## config.mk

```make
export PLATFORM = sky130hd
export DESIGN_NAME = vga_timing_gen
export DESIGN_NICKNAME = d
export VERILOG_FILES = /design/src/rtl/vga_timing_gen.sv
export SDC_FILE = /design/constraint.sdc
export NUM_CORES = 1
export LEC_CHECK = 0
export ABC_AREA = 1
export BUFFER_PORTS_ARGS = -buffer_cell sky130_fd_sc_hd__buf_2
export CAP_MARGIN = 10
export CORE_MARGIN = 2
export CORE_UTILIZATION = 48
export DETAILED_ROUTE_END_ITERATION = 10
export GPL_TIMING_DRIVEN = 0
export PLACE_DENSITY = 0.79
export SETUP_SLACK_MARGIN = 0.1
export SLEW_MARGIN = 20
export SYNTH_ARGS = -nofsm -noshare
export SYNTH_HDL_FRONTEND = slang
export SYNTH_SLANG_ARGS = --single-unit
```

## constraint.sdc

```tcl
create_clock -name Clk -period 2 [get_ports Clk]
set_input_delay 0.1 -clock Clk [delete_from_list [all_inputs] [get_ports Clk]]
set_output_delay 0.1 -clock Clk [all_outputs]
set_load 0.01 [all_outputs]
```

## src/rtl/vga_timing_gen.sv

```systemverilog
// 640x480@60 raster timing source: scan counters, sync/blank decode and a pixel-aligned
// output pipeline that registers the mapper colour and blanks it outside the visible area.
module vga_timing_gen #(
  parameter int CLK_DIV    = 2,
  parameter int H_VISIBLE  = 640,
  parameter int H_FP       = 16,
  parameter int H_SYNC     = 96,
  parameter int H_BP       = 48,
  parameter int V_VISIBLE  = 480,
  parameter int V_FP       = 10,
  parameter int V_SYNC     = 2,
  parameter int V_BP       = 33,
  parameter int PIPE_DEPTH = 1
) (
  input  logic        Clk,
  input  logic        Reset,
  input  logic [7:0]  Red,
  input  logic [7:0]  Green,
  input  logic [7:0]  Blue,
  output logic        pixel_ce,
  output logic [9:0]  DrawX,
  output logic [9:0]  DrawY,
  output logic        VGA_HS,
  output logic        VGA_VS,
  output logic        VGA_BLANK_N,
  output logic [7:0]  VGA_R,
  output logic [7:0]  VGA_G,
  output logic [7:0]  VGA_B,
  output logic        frame_tick,
  output logic [15:0] frame_count
);

  localparam int H_TOTAL  = H_VISIBLE + H_FP + H_SYNC + H_BP;
  localparam int V_TOTAL  = V_VISIBLE + V_FP + V_SYNC + V_BP;
  localparam int HS_START = H_VISIBLE + H_FP;
  localparam int HS_END   = HS_START + H_SYNC;
  localparam int VS_START = V_VISIBLE + V_FP;
  localparam int VS_END   = VS_START + V_SYNC;
  localparam int DIV_W    = (CLK_DIV > 1) ? $clog2(CLK_DIV) : 1;

  typedef struct packed {
    logic        hs_n;
    logic        vs_n;
    logic        blank_n;
    logic [23:0] rgb;
  } pix_t;

  localparam pix_t PIX_RST = '{hs_n: 1'b1, vs_n: 1'b1, blank_n: 1'b0, rgb: 24'h0};

  logic [DIV_W-1:0] div_cnt;
  logic [9:0]       hc, vc, hc_nx, vc_nx;
  logic             hs_raw, vs_raw, act;
  pix_t             stage_in;
  pix_t             pipe [PIPE_DEPTH];

  // pixel_ce is registered so it reads 0 in reset and first rises CLK_DIV clocks after release.
  always_ff @(posedge Clk) begin
    if (Reset) begin
      div_cnt  <= '0;
      pixel_ce <= 1'b0;
    end else begin
      pixel_ce <= (div_cnt == DIV_W'(CLK_DIV - 1));
      div_cnt  <= (div_cnt == DIV_W'(CLK_DIV - 1)) ? '0 : div_cnt + DIV_W'(1);
    end
  end

  always_comb begin
    hc_nx = hc + 10'd1;
    vc_nx = vc;
    if (hc == 10'(H_TOTAL - 1)) begin
      hc_nx = 10'd0;
      vc_nx = (vc == 10'(V_TOTAL - 1)) ? 10'd0 : vc + 10'd1;
    end
  end

  // Signed int compares keep degenerate (zero-width) timing regions well defined.
  assign hs_raw = !((int'(hc) >= HS_START) && (int'(hc) < HS_END));
  assign vs_raw = !((int'(vc) >= VS_START) && (int'(vc) < VS_END));
  assign act    = (int'(hc) < H_VISIBLE) && (int'(vc) < V_VISIBLE);

  always_comb begin
    stage_in         = PIX_RST;
    stage_in.hs_n    = hs_raw;
    stage_in.vs_n    = vs_raw;
    stage_in.blank_n = act;
    stage_in.rgb     = act ? {Red, Green, Blue} : 24'h0;
  end

  always_ff @(posedge Clk) begin
    if (Reset) begin
      hc          <= 10'd0;
      vc          <= 10'd0;
      frame_tick  <= 1'b0;
      frame_count <= 16'd0;
      for (int i = 0; i < PIPE_DEPTH; i++) pipe[i] <= PIX_RST;
    end else begin
      frame_tick <= 1'b0;
      if (pixel_ce) begin
        hc      <= hc_nx;
        vc      <= vc_nx;
        pipe[0] <= stage_in;
        for (int i = 1; i < PIPE_DEPTH; i++) pipe[i] <= pipe[i-1];
        // Frame boundary: the enable that moves the raster onto the first blanking line.
        if (hc_nx == 10'd0 && vc_nx == 10'(V_VISIBLE)) begin
          frame_tick  <= 1'b1;
          frame_count <= frame_count + 16'd1;
        end
      end
    end
  end

  assign DrawX       = hc;
  assign DrawY       = vc;
  assign VGA_HS      = pipe[PIPE_DEPTH-1].hs_n;
  assign VGA_VS      = pipe[PIPE_DEPTH-1].vs_n;
  assign VGA_BLANK_N = pipe[PIPE_DEPTH-1].blank_n;
  assign VGA_R       = pipe[PIPE_DEPTH-1].rgb[23:16];
  assign VGA_G       = pipe[PIPE_DEPTH-1].rgb[15:8];
  assign VGA_B       = pipe[PIPE_DEPTH-1].rgb[7:0];

endmodule
```

[Word-level counts from Yosys, hierarchy flattened]
Memories as Yosys holds them, arrays and structs flattened.
Cells that the tools add are included.
Operators by class
  add/sub/neg operators: 4
  order comparisons: 6
  equality and inequality tests: 3
  mux-type cells: 12
  bitwise gates (word level): 1
  reduce and logical (&&, ||, !) cells: 11
Operators with widths (count)
  two-way mux 10 bit: 3
  two-way mux 27 bit: 1
  OR reduction 27 bit: 1
  two-way mux 24 bit: 1
  adder 10 x 1 -> 10 bit, second input constant: 2
  equality test 10 bit, second input constant: 2
  < comparator 10 bit, second input constant: 2
  < comparator 10 x 9 -> 1 bit, second input constant: 2
  adder 16 x 1 -> 16 bit, second input constant: 1
  equality test 10 x 9 -> 1 bit, second input constant: 1
  greater-or-equal comparator 10 bit, second input constant: 1
  greater-or-equal comparator 10 x 9 -> 1 bit, second input constant: 1
  zero test 10 bit: 1
  two-way mux 1 bit: 7
  logical AND 1 bit: 4
  OR reduction 2 bit: 2
  zero test 1 bit: 2
  AND reduction 2 bit: 1
  adder 1 bit, second input constant: 1
  NOT 1 bit: 1
Storage, ports and cells
  flip-flop bits (word level): 39
  memory bits (writable): 27
  input port bits: 26
  output and inout port bits: 65
  word-level logic and storage cells: 44
  memories: 1
Memories
  pipe: depth 1, bits a word 27, rd ports 1, clocked after Yosys merged registers in 0, wr ports 1, RTL line 54  | pix_t pipe [PIPE_DEPTH];

[Logic depth before layout (Yosys ltp)]
Gate-level depths: netlist (run 1).
  word-level depth: 6
  depth in mapped cells: 16
  gate-level depth less buffers: 14

[Worst setup path after synthesis (run 1)]
No wires, ideal clock.
  kind: register -> register
  start: register hc[1] (netlist: DrawX[1])
  end: register frame_count[0]
  library setup time: 128 ps
  arrival: 2027 ps
  required time: 1872 ps
  setup slack: -154 ps
  stages on the path, launching flop included: 15
  path buffers: 2
  period minus slack after synthesis: 2154 ps
  path through: dfxtp_1 ha_1 nand3_4 inv_2 nand3_2 buf_6 nand2_1 nand2_1 nor2_1 nand2_1 nor2_4 buf_4 nand4_1 nand2_1 nor2_1
Between the ends
  longest elaborated chain between the ends: 5
  elaborated cells between the ends (all ways): 8
  classes of those cells: add/sub (1); eq/ne (2); mux (2); reduce/logical (3)
Ends and longest elaborated chain
  start, declared: RTL line 51  | logic [9:0] hc, vc, hc_nx, vc_nx;
  start signal, assigned: RTL line 99  | hc <= hc_nx;
  adder 10 x 1 -> 10 bit or equality test 10 bit (tied branches): RTL line 68, 70
  two-way mux 10 bit: RTL line 70  | if (hc == 10'(H_TOTAL - 1)) begin
  zero test 10 bit or equality test 10 x 9 -> 1 bit (tied branches): RTL line 104  | if (hc_nx == 10'd0 && vc_nx == 10'(V_VISIBLE)) begin
  logical AND 1 bit (*): RTL line 104
  AND reduction 2 bit (no source line) (*)
  end signal, assigned: RTL line 106  | frame_count <= frame_count + 16'd1;
  end, declared: RTL line 30  | output logic [15:0] frame_count
Mark *: on every way between the ends. The rest lies on a longest branch, timed or not.
A chain may end at the register's enable or synchronous reset.

[Final worst setup path (run 1)]
  start: register vc[0] (netlist: DrawY[0])
  end: register frame_count[6]
Between the ends
  longest elaborated chain between the ends: 6
  elaborated cells between the ends (all ways): 7
  classes of those cells: add/sub (1); eq/ne (2); mux (2); reduce/logical (2)
Ends and longest elaborated chain
  start, declared: RTL line 51
  start signal, assigned: RTL line 100  | vc <= vc_nx;
  adder 10 x 1 -> 10 bit or equality test 10 bit (tied branches): RTL line 72  | vc_nx = (vc == 10'(V_TOTAL - 1)) ? 10'd0 : vc + 10'd1;
  two-way mux 10 bit: RTL line 72
  two-way mux 10 bit (*): RTL line 70
  equality test 10 x 9 -> 1 bit (*): RTL line 104
  logical AND 1 bit (*): RTL line 104
  AND reduction 2 bit (no source line) (*)
Marks and branches as above.

==> results of run 1 <==
## cells in the final DEF, fill, tap and decap left out, types with 2 or more instances in the layout
cell type / netlist / routed
a21oi_1: 3 / 3
buf_2: 1 / 92
buf_4: 3 / 21
buf_6: 4 / 11
bufinv_16: 0 / 2
clkbuf_1: 6 / 3
clkbuf_2: 0 / 3
clkbuf_8: 0 / 9
clkinv_4: 0 / 2
dfxtp_1: 39 / 22
dfxtp_2: 0 / 9
dfxtp_4: 0 / 8
edfxtp_1: 27 / 27
ha_1: 6 / 3
ha_4: 0 / 3
inv_1: 87 / 81
inv_2: 5 / 8
inv_4: 0 / 3
nand2_1: 110 / 91
nand2_2: 2 / 21
nand3_1: 47 / 33
nand3_2: 2 / 11
nand3_4: 1 / 6
nand3b_1: 3 / 3
nand4_1: 19 / 19
nor2_1: 81 / 69
nor2_2: 1 / 5
nor2_4: 5 / 13
nor3_1: 5 / 3
nor4_1: 3 / 3
o21ai_0: 12 / 11
o22ai_1: 12 / 12
xor2_1: 2 / 2
## final timing paths
| kind | startpoint | end | slack [ns] |
|---|---|---|---|
| min reg2reg | div_cnt | pixel_ce | 0.41 |
| max reg2reg | DrawY[0] | frame_count[6] | -0.09 |
| max | DrawY[0] | frame_count[6] | -0.09 |
| min | Red[6] | pipe[0][22] | 0.04 |
## flip-flops by register name (all words and copies together), names as in the netlist
signal and cells:
DrawX 10, div_cnt 1, frame_tick 1, frame_count 16, pixel_ce 1, pipe 27
DrawY 10
## synthesized netlist by cell type
cell       count  area share [%]
buf_2          1            0.14
nor2_1        81             8.5
nand3_4        1            0.49
o2111ai_1      1            0.25
buf_6          4             1.3
dfxtp_1       39              22
nor2_4         5             1.6
a21oi_2        1            0.25
a21oi_1        3            0.42
nand3_2        2            0.56
ha_1           6             2.1
inv_2          5            0.53
nor4_2         1            0.35
nand2_2        2            0.35
nand3_1       47             6.6
inv_1         87             9.2
o22ai_1       12             2.1
nor4_1         3            0.53
o21bai_1       1            0.21
clkbuf_1       6            0.63
nand2_1      110              12
nor2_2         1            0.18
nand4_1       19             3.3
o21ai_0       12             1.7
nand3b_1       3            0.63
xor2_1         2            0.49
buf_4          3            0.63
nor3_1         5            0.70
edfxtp_1      27              23
## area by class of cell
class	count	area, µm²
Buffer	14	110
Clock buffer	9	124
Clock inverter	7	93.8
Fill cell	589	2300
Inverter	92	353
Multi-Input combinational cell	318	1820
Sequential cell	66	1630
Tap cell	99	124
Timing Repair Buffer	116	658
## stage by stage
stage               hold slack [ns]  std cells
finish                       0.0396        721
global route                 0.0525        721
CTS                          0.0393        718
detailed placement            0.403        679
global placement              0.392        679
floorplan                     0.300        490
## kinds of logic (layout without fill, tap and decap cells)
group	after synthesis	in the layout	share of synthesized area, %
xor gates and xnor gates	2	2	0.492
and+or+nand+nor	280	280	35.4
buffers and inverters	106	238	12.4
AOI/OAI and AO/OA	30	30	4.92
adders and majority gates	6	6	2.11
DFF	66	66	44.7
## repair_timing
item | CTS | global route
pin swaps | 28 | 25
gates resized for setup | 61 | 42
buffers inserted | 19 | 3
gates cloned | 4 | 0
setup endpoints to repair | 42 | 38
## power breakdown
part,switching [mW],internal (mW),total (mW)
Sequential,0.0127,1.43,1.44
Combinational,0.100,0.0588,0.159
Clock,0.542,0.699,1.24
## worst max-delay path, stage by stage, from the launching register on
cell	delay, ns
dfxtp_4	0.38
inv_4	0.07
ha_4	0.13
inv_2	0.03
nor2_1	0.08
nand4_1	0.19
nand3_1	0.15
nand2_1	0.08
nor2_1	0.12
nand3_2	0.10
nor2_4	0.21
buf_4	0.20
nand3_2	0.10
nand2_2	0.08
inv_1	0.04
nor2_1	0.08
## layer usage
layer	track usage [%]	up-vias	wire length, µm
met1	29.5	1705	3940
li1	-	1820	-
met4	11.7	0	282
met5	0	-	0
met2	39.5	232	4770
met3	5.78	41	972
==> impl_results.md, run 1 <==
* Die area at 8130 µm²
* Setup TNS at -0.913 ns
* Root Driver: clkbuf_8
* Port bufs at 90
* Final WS setup at -0.0914 ns
* R2R depth at 15
* Share of layout cells above drive strength 1 at 37.6%
* Area delta synth->final at 38.0%
* CP arrival at 2.39 ns
* Failing checks: setup timing
* Final Max Slew Viols at 0
* Nets@finish at 649
* DRT Pass-1 Iters at 5
* Fin util at 68.2%
* Routed len/inst at 13.8 µm
* RSZ-0062 raised after global routing: yes
* Number of CTS-inserted buffers at 9
* Final setup skew at 0.00812 ns
* CTS tree: done
* Total Wirelength at 9.97 mm
* # diodes at 0
* I/O pin total at 91
* Post-route antenna net violation count at 0
* Syn_nets at 522
* Distinct cells, synth at 29
* Number of global-route vias before repair at 3530
* Post-Place Setup Slack at -0.305 ns
* Total GRT Usage at 24.0%
* Post-synthesis cell count at 490
* CP Capture Type: flip-flop
* Crit Path Max Fanout at 6
* DP HPWL at 6.54 mm
* CTS H-Tree Depth at 3
* CP Data Required Time at 2.30 ns
* Die Y at 90.1 µm
* Outcome: finished, violations left
* Initial antenna violation count at 0
* Startpoint Class: flip-flop
* Tot Pwr at 2.84 mW
* Initial core utilization at 49.4%
* Share of the yosys chip area belonging to registers at 44.7%
* Max Root-Sink Buffers at 2
* Hold WC Path Type: primary input to flip-flop
* Relative slew slack at 42.2%
* Sink Count at 66
* Design Area, Final at 4920 µm²
* Final period util at 105%
* Average size of a mapped cell at 7.27 µm²
* Syn Std Cell Area at 3560 µm²
* DR DRC count at 0
* Leak Pwr at 2.27 nW
* Clk_lat worst skew at 0.35 ns
* Fin crit period at 2.09 ns
* Hold_buf cts at 0
* First-pass GRT wire length at 16.0 mm
* Die Wd at 90.1 µm
* CTS clk-pin slew, worst paths at 0.08 ns
* Final Hold Fails at 0
* Final Setup Violations at 16
* Core Region at 7210 µm²
* Ys Warns at 0
* CP Class: flip-flop to flip-flop
* Hold depth at 3
* Grt total ovfl at 0
* Peak VDD IR at 0.000379 V
* Worst Tran Pin Value at 0.866 ns
* Rows at 31
* Largest net degree at the start of global routing at 37
* Vias at 3798
* FMAX at 478 MHz
* Via density at 5.27
* Power Dens Cells at 578 nW/µm²
* Placed inst area at 4180 µm²
* Placer's final routability congestion estimate at 0.915
* Drt initial violations at 396
* Post-synthesis register bit count at 66
* Maxcap violations at 0
No activity file was read; power rests on OpenSTA's default activity.
==> run 2: changes to the inputs <==
--- a/config.mk
+++ b/config.mk
@@ -14,6 +14,7 @@
 export GPL_TIMING_DRIVEN = 0
 export PLACE_DENSITY = 0.79
 export SETUP_SLACK_MARGIN = 0.1
+export SKIP_CTS_REPAIR_TIMING = 1
 export SLEW_MARGIN = 20
 export SYNTH_ARGS = -nofsm -noshare
 export SYNTH_HDL_FRONTEND = slang
==> run 2 against run 1 <==
Critical endpoint is now frame_count[7]. Largest power group unchanged. The run still ends with setup timing left. Clock power about the same. Largest cell class unchanged. Die area unchanged. Sequential share of layout area about the same. Worst setup slack got worse by 0.15 ns. Worst hold slack improved by 0.011 ns. Cell count increased by 0.42%.
==> impl_results.md, run 2 (synthesis gave the netlist of run 1 again) <==
* Outcome: finished, violations left
* Failing checks: setup timing
* Max Root-Sink Buffers at 2
* Biggest regs: pipe: 27 flops, frame_count: 16 flops
* Placer's final routability congestion estimate at 0.915
* Worst Path Buf+Inv at 3
* Total Wirelength at 10.1 mm
* Peak VDD IR at 0.000349 V
* Via density at 5.28
* Tot Pwr at 2.84 mW
* Final Max Slew Viols at 0
* CP arrival at 2.53 ns
* Worst R2R End: frame_count[7]
* Die Wd at 90.1 µm
* Core Region at 7210 µm²
* Number of CTS-inserted buffers at 9
* Post-route antenna net violation count at 0
* Final WS setup at -0.243 ns
* Drt initial violations at 387
* Fillers at 601
* Hold path start: Red[6]
* FMAX at 446 MHz
* Number of global-route vias before repair at 3308
* Sink Count at 66
* Grt total ovfl at 0
* CP top delay family: simple AND/OR/NAND/NOR gates
* Hold depth at 3
* Final period util at 112%
* Maxcap violations at 0
* # diodes at 0
* Final Hold Fails at 0
* Initial antenna violation count at 0
* CP Class: flip-flop to flip-flop
* Initial core utilization at 49.4%
* Setup TNS at -2.28 ns
* Port bufs at 90
* DRT Pass-1 Iters at 5
* Nets@finish at 652
* Routed len/inst at 13.9 µm
* Clk_lat worst skew at 0.34 ns
* Startpoint Class: flip-flop
* Die Y at 90.1 µm
* CTS H-Tree Depth at 3
* Leak Pwr at 2.26 nW
* Hold WC Path Type: primary input to flip-flop
* Area delta synth->final at 36.8%
* Worst Tran Pin Value at 0.874 ns
* Power Dens Cells at 582 nW/µm²
* Most common cell after layout, fill and taps aside: nand2_1
* Slowest cell on the critical path: dfxtp_4
* Largest net degree at the start of global routing at 37
* Max FFs per register at 27
* CTS clk-pin slew, worst paths at 0.07 ns
* R2r startpoint: DrawY[0]
* DR DRC count at 0
* Total GRT Usage at 22.2%
* CP Data Required Time at 2.28 ns
* Final Setup Violations at 16
* Largest Register: pipe
* DP HPWL at 6.54 mm
* I/O pin total at 91
* Final setup skew at 0.00569 ns
* Die area at 8130 µm²
* RSZ-0062 raised after global routing: yes
* Crit Path Max Fanout at 6
* CP Capture Type: flip-flop
* Share of layout cells above drive strength 1 at 35.7%
* Root Driver: clkbuf_8
* Most frequent cells in the layout: nand2_1 (98), buf_2 (93), inv_1 (83)
* R2r setup slk at -0.24 ns
* Fin crit period at 2.24 ns
* CTS tree: done
* Rows at 31
* R2R depth at 15
* Cell breakdown of the critical path: inv_4 > ha_4 > inv_1 > nor2_1 > nand4_1 > nand3_1 > nand2_1 > nor2_2 > nand2_2 > nor2_4 > buf_6 > nand3_4 > nand2_2 > nand2_1 > nor2_1
* First-pass GRT wire length at 14.9 mm
* Relative slew slack at 41.8%
* CP max stage delay at 0.38 ns
* Vias at 3824
* Hold worst-path end: pipe[0][22]
run 2: changes by cell type in the layout (fill, tap and decap cells not counted), moves of 3 or more:
cell / change
dfxtp_1: +4
nand2_2: -7
nand2_1: +7
dfxtp_4: -3
nand3_4: -3
inv_2: -3
run 2: how the worst max path moves through the flow:
stage / from / endpoint / cells after the start
after floorplan: DrawX[1] / frame_count[0] / 14
after global placement: pixel_ce / pipe[0][21] / 7
after detailed placement: pixel_ce / pipe[0][12] / 7
after CTS: DrawY[0] / frame_count[7] / 15
after global routing: DrawY[0] / frame_count[7] / 15
final: DrawY[0] / frame_count[7] / 15
run 2: tightest hold or removal path, cell delays in order:
cell	delay, ns
buf_2	0.07
inv_1	0.03
nor2_1	0.08
run 2: area by class of cell:
type | instances | area, µm² | area share (%)
Buffer | 14 | 106 | 2.18
Clock buffer | 9 | 124 | 2.54
Clock inverter | 7 | 93.8 | 1.93
Inverter | 92 | 357 | 7.32
Multi-Input combinational cell | 319 | 1770 | 36.4
Sequential cell | 66 | 1620 | 33.2
Tap cell | 99 | 124 | 2.54
Timing Repair Buffer | 118 | 677 | 13.9
run 2: layer usage:
metal	up-vias	part of all wire, %	global-route usage, %
met2	232	48	37.1
met4	0	3.4	10.0
li1	1824	-	-
met5	-	0	0
met3	40	8.6	4.69
met1	1728	40	27.5
run 2: stage by stage:
stage / hold slack, ns / instances / setup WS, ns / area [µm²] / utilization [%]
global route: 0.0662 / 724 / -0.336 / 4870 / 67.6
global placement: 0.392 / 679 / -0.213 / 4180 / 58.0
finish: 0.0504 / 724 / -0.243 / 4870 / 67.6
detailed placement: 0.403 / 679 / -0.305 / 4180 / 58.0
floorplan: 0.300 / 490 / 0.0642 / 3610 / -
CTS: 0.0393 / 695 / -0.317 / 4400 / 61.0
run 2: power by group:
part | leakage (nW) | total (mW) | switching [mW] | internal (mW)
Sequential | 0.600 | 1.45 | 0.0134 | 1.43
Combinational | 1.55 | 0.163 | 0.100 | 0.0628
Clock | 0.107 | 1.23 | 0.527 | 0.699
